[config.mk]
export PLATFORM = sky130hd
export DESIGN_NAME = if_fetch
export DESIGN_NICKNAME = d
export VERILOG_FILES = /design/src/rtl/if_fetch.sv
export SDC_FILE = /design/constraint.sdc
export NUM_CORES = 1
export LEC_CHECK = 0
export CELL_PAD_IN_SITES_DETAIL_PLACEMENT = 1
export CELL_PAD_IN_SITES_GLOBAL_PLACEMENT = 1
export CORE_ASPECT_RATIO = 1.2
export CORE_UTILIZATION = 45
export DETAILED_ROUTE_END_ITERATION = 10
export GPL_ROUTABILITY_DRIVEN = 0
export PLACE_DENSITY = 0.83
export SLEW_MARGIN = 25
export SYNTH_ARGS = -nofsm -noshare
export SYNTH_HDL_FRONTEND = slang
export SYNTH_SLANG_ARGS = --single-unit
[constraint.sdc]
create_clock -name clk -period 5.7 [get_ports clk]
set_input_delay 1.425 -clock clk [delete_from_list [all_inputs] [get_ports clk]]
set_output_delay 1.425 -clock clk [all_outputs]
set_load 0.01 [all_outputs]
[src/rtl/if_fetch.sv]
// Instruction fetch stage: a single-outstanding imem requester feeding a 2-entry in-order instruction FIFO.
// Define IF_FETCH_ILLEGAL_CHECK_EN to store and output a per-entry illegal-encoding flag.
module if_fetch #(
  parameter logic [31:0] RESET_PC = 32'h0000_0000
) (
  input  logic        clk,
  input  logic        rst_n,
  output logic        imem_req_valid,
  input  logic        imem_req_ready,
  output logic [31:0] imem_req_addr,
  input  logic        imem_rsp_valid,
  input  logic [31:0] imem_rsp_data,
  input  logic        redirect_valid,
  input  logic [31:0] redirect_pc,
  output logic        instr_valid,
  input  logic        instr_ready,
  output logic [31:0] instr,
  output logic [31:0] instr_pc,
  output logic        instr_illegal
);

  typedef enum logic [1:0] {S_IDLE, S_REQ, S_WAIT} state_t;

  state_t           state, state_nxt;
  logic [31:0]      pc, out_pc;
  logic             kill, kill_nxt;
  logic [1:0]       cnt, cnt_nxt;
  logic             rd_ptr, wr_ptr;
  logic [1:0][31:0] fifo_data, fifo_pc;
  logic             hs, rsp_live, push, pop;

  // Reset state is REQ, so gate with rst_n to keep the request quiet while reset is held.
  assign imem_req_valid = rst_n & (state == S_REQ);
  assign imem_req_addr  = imem_req_valid ? pc : 32'h0;
  assign hs             = imem_req_valid & imem_req_ready;
  assign rsp_live       = imem_rsp_valid & (state == S_WAIT);
  assign push           = rsp_live & ~kill & ~redirect_valid;
  assign pop            = instr_valid & instr_ready & ~redirect_valid;

  assign instr_valid = (cnt != 2'd0);
  assign instr       = fifo_data[rd_ptr];
  assign instr_pc    = fifo_pc[rd_ptr];

  always_comb begin
    cnt_nxt = cnt;
    if (redirect_valid)
      cnt_nxt = 2'd0;
    else if (push && !pop)
      cnt_nxt = cnt + 2'd1;
    else if (pop && !push)
      cnt_nxt = cnt - 2'd1;
  end

  // Issue only while a FIFO slot is guaranteed for the response.
  always_comb begin
    state_nxt = state;
    case (state)
      S_REQ:   if (hs) state_nxt = S_WAIT;
      S_WAIT:  if (rsp_live) state_nxt = (cnt_nxt < 2'd2) ? S_REQ : S_IDLE;
      S_IDLE:  if (cnt_nxt < 2'd2) state_nxt = S_REQ;
      default: state_nxt = S_REQ;
    endcase
  end

  always_comb begin
    kill_nxt = kill;
    if (rsp_live)
      kill_nxt = 1'b0;
    if (redirect_valid && (hs || (state == S_WAIT && !imem_rsp_valid)))
      kill_nxt = 1'b1;
  end

  always_ff @(posedge clk or negedge rst_n) begin
    if (!rst_n) begin
      state  <= S_REQ;
      pc     <= RESET_PC;
      out_pc <= 32'h0;
      kill   <= 1'b0;
      cnt    <= 2'd0;
    end else begin
      state <= state_nxt;
      kill  <= kill_nxt;
      cnt   <= cnt_nxt;
      if (hs)
        out_pc <= pc;
      if (redirect_valid)
        pc <= {redirect_pc[31:2], 2'b00};
      else if (hs)
        pc <= pc + 32'd4;
    end
  end

  always_ff @(posedge clk or negedge rst_n) begin
    if (!rst_n) begin
      fifo_data <= '0;
      fifo_pc   <= '0;
      rd_ptr    <= 1'b0;
      wr_ptr    <= 1'b0;
    end else if (redirect_valid) begin
      rd_ptr <= 1'b0;
      wr_ptr <= 1'b0;
    end else begin
      if (push) begin
        fifo_data[wr_ptr] <= imem_rsp_data;
        fifo_pc[wr_ptr]   <= out_pc;
        wr_ptr            <= ~wr_ptr;
      end
      if (pop)
        rd_ptr <= ~rd_ptr;
    end
  end

`ifdef IF_FETCH_ILLEGAL_CHECK_EN
  logic [1:0] fifo_ill;

  always_ff @(posedge clk or negedge rst_n) begin
    if (!rst_n)
      fifo_ill <= '0;
    else if (push && !redirect_valid)
      fifo_ill[wr_ptr] <= (imem_rsp_data[1:0] != 2'b11);
  end

  assign instr_illegal = fifo_ill[rd_ptr];
`else
  assign instr_illegal = 1'b0;
`endif

endmodule
==> run_results.csv <==
group,metric,value,unit
logic_synthesis,synth_top_family_by_area,"multiplexers",
timing,finalSetupViolations,0,
floorplanning,initial_core_util,0.462,
global_routing,grt-ovfl-total,0,
timing,period_needed,4.65,ns
worst_setup_path,cp.required,4.28,ns
logic_synthesis,yosys.area.top_type,"dfrtp_1",
logic_synthesis,ys_ff_latch,191,
logic_synthesis,synth_common_cells,"dfrtp_1 (190), mux2_2 (186), nand2_1 (102)",
floorplanning,coreArea,0.0190,mm^2
logic_synthesis,synthMuxAreaShare,0.240,
logic_synthesis,yosysSeqAreaShare,0.545,
logic_synthesis,avgSynthCellArea,11.9,um^2
finish,nets,954,
logic_synthesis,synth_most_common_cell,"dfrtp_1",
place,post-dp-hpwl,15700,um
drt,routed_wl,23900,um
run_status,run_status,"complete, no violations",
cts,cts_tree,"done",
timing,tns,0,ns
worst_setup_path,cp_top_family,"buffers and inverters",
worst_setup_path,r2r_start,"pc[12]$_DFFE_PN0N_",
drt,vias,6316,
global_routing,antenna_found_initial,0,
timing,fin_crit_sh,0.815,
drt,wl_met1,9260,um
cts,cts_sinks,191,
worst_setup_path,r2r-end,"pc[26]$_DFFE_PN0N_",
worst_setup_path,rrSetupSlack,3.16,ns
logic_synthesis,synthXorXnorAreaFrac,0.0130,
place,post-place-ws,1.01,ns
logic_synthesis,synthTopCellsByArea,"dfrtp_1 (54%), mux2_2 (24%), nand2_1 (4.4%), and2_1 (2.2%), a31oi_1 (1.2%)",
pwr,p_leak,5.16,nW
timing,drv_slew,0,
finish,layout-drive-gt1-share,0.266,
pwr,power.total,3.57,mW
global_routing,grt_max_degree,178,
drt,wl_met3,1270,um
floorplanning,die_h,155,um
drt,dr.pass1.iters,4,
timing,rsz0062_at_grt,"false",
logic_synthesis,ys_types,51,
drt,drc,0,
timing,worstMarginPinSlew,0.977,ns
cts,cts_made_buffers,17,
timing,slew_headroom,0.344,
logic_synthesis,synth_top_area_share,0.542,
cts,postCtsHoldBufs,0,
worst_setup_path,crit_arrival,3.22,ns
global_routing,grt_pass1_wl,37900,um
drt,vias_per_cell,5.49,
worst_setup_path,r2r_cells,4,
drt,wl_met2,12900,um
cts,insertion_delay,0.43,ns
worst_setup_path,slowest_delay,0.54,ns
floorplanning,die_w,130,um
drt,drt_iter0_drc,262,
cts,ctsResizeCount,0,
worst_hold_path,hold_class,"flip-flop to flip-flop",
worst_setup_path,crit_type,"input port to primary output",
logic_synthesis,synth_area,0.00878,mm^2
global_routing,grt_pass1_vias,6991,
timing,final-hold-violation-count,0,
global_routing,grt_usage,0.250,
worst_setup_path,crit_chain,"clkbuf_8 -> nor3b_2 -> buf_4 -> and2_1 -> clkdlybuf4s50_1",
logic_synthesis,synth-compound-area-share,0.0430,
finish,synthToLayoutAreaGrowth,28.4,%
worst_setup_path,cp-start-kind,"input port",
worst_setup_path,slowest_stage,"clkdlybuf4s50_1",
worst_hold_path,min_to,"fifo_pc[59]$_DFFE_PN0P_",
timing,fmax,0.215,GHz
worst_setup_path,worst-path-buf-inv,3,
cts,htree_levels,4,
finish,fin_util,0.593,
logic_synthesis,synth_edf_count,0,
logic_synthesis,yosysWarnings,0,
pwr,ir_drop,242,uV
logic_synthesis,syn_inst,736,
logic_synthesis,synth-simple-area-share,0.126,
timing,setup_slack,1.05,ns
logic_synthesis,synth_top_flop_cell,"dfrtp_1",
cts,clockBufferDepth,2,
worst_hold_path,hold_path_startpoint,"fifo_pc[59]$_DFFE_PN0P_",
finish,antenna_cells,0,
logic_synthesis,synth_adder_area_share,0.00285,
drt,antenna_left,0,
drt,wl_per_cell,20.8,um
flow_run,maxCapViolCount,0,
floorplanning,dieArea,0.0201,mm^2
logic_synthesis,ys_async_sr_fraction,1.00,
floorplanning,rows,55,
timing,skew,0.00675,ns
floorplanning,pin_count,169,
worst_setup_path,end_kind,"primary output",
worst_setup_path,worst-path-max-fanout,21,
cts,cts_root_buf,"clkbuf_16",
cts,cts_setup_buffers,0,
place,port_buffers,161,
worst_hold_path,holdPathStages,1,
cts,clk_pin_slew,0.07,ns
drt,top_layer,"met4",
pwr,powerDensity,317,mW/mm^2
[logic make-up (layout without fill, tap and decap cells)]
logic type               after synthesis  in the layout
flip-flops                           191            191
XOR/XNOR                              13             13
AO/OA/AOI/OAI                         59             59
AND/OR/NAND/NOR                      223            223
adder cells (fa/ha/maj)                2              2
other                                  1              5
buffers and inverters                 60            214
multiplexers                         187            187
[state kept, by name, indices dropped and copies added, names as in the netlist]
signal	count
fifo_data	64
out_pc	30
fifo_pc	60
kill	1
state	2
wr_ptr	1
cnt	2
pc	30
rd_ptr	1
[metrics by stage]
step | instances | hold WS (ns) | area (um^2)
floorplan | 740 | 0.458 | 8790
global placement | 1118 | 0.476 | 10600
detailed placement | 1118 | 0.487 | 10600
CTS | 1149 | 0.504 | 11200
global route | 1150 | 0.518 | 11300
finish | 1150 | 0.503 | 11300
[where the power goes]
group          switching, mW  internal (mW)
clock network          0.525          0.734
logic                  0.303          0.366
registers              0.145           1.49
total                  0.973           2.59
[cell type report]
class / count / area, um^2
multi-input combinational: 489 / 3770
inverter: 10 / 37.5
clock buffer: 18 / 429
fill: 1994 / 7720
tap: 256 / 320
sequential: 191 / 4780
timing repair buffer: 173 / 1740
clock inverter: 13 / 190
[cell usage in the layout, fill, tap and decap left out, types with 5 or more instances in the layout]
| cell type | n |
|---|---|
| o31ai_1 | 12 |
| nand2_1 | 102 |
| a31oi_1 | 17 |
| clkbuf_16 | 17 |
| nand4_1 | 12 |
| mux2_2 | 186 |
| buf_4 | 10 |
| clkdlybuf4s50_1 | 160 |
| and2_1 | 31 |
| xor2_1 | 5 |
| o21ai_0 | 20 |
| xnor2_1 | 8 |
| dfrtp_1 | 189 |
| nand3_1 | 13 |
| conb_1 | 5 |
| nor2_1 | 23 |
| or4_1 | 14 |
| inv_1 | 9 |
[worst max-delay path by stage]
stage,end,start,cells after the start
5_1_grt,imem_req_addr[19],rst_n,5
6_report,imem_req_addr[4],rst_n,5
3_3_place_gp,imem_req_addr[7],rst_n,5
3_5_place_dp,imem_req_addr[4],rst_n,5
4_1_cts,imem_req_addr[20],rst_n,5
2_1_floorplan,imem_req_addr[22],rst_n,3
[per-layer routing]
metal / GRT usage / vias up
li1: - / 2870
met1: 0.286 / 3237
met2: 0.451 / 181
met3: 0.0533 / 28
met4: 0.0969 / 0
met5: 0 / -
No activity file was read; power rests on OpenSTA's default activity.
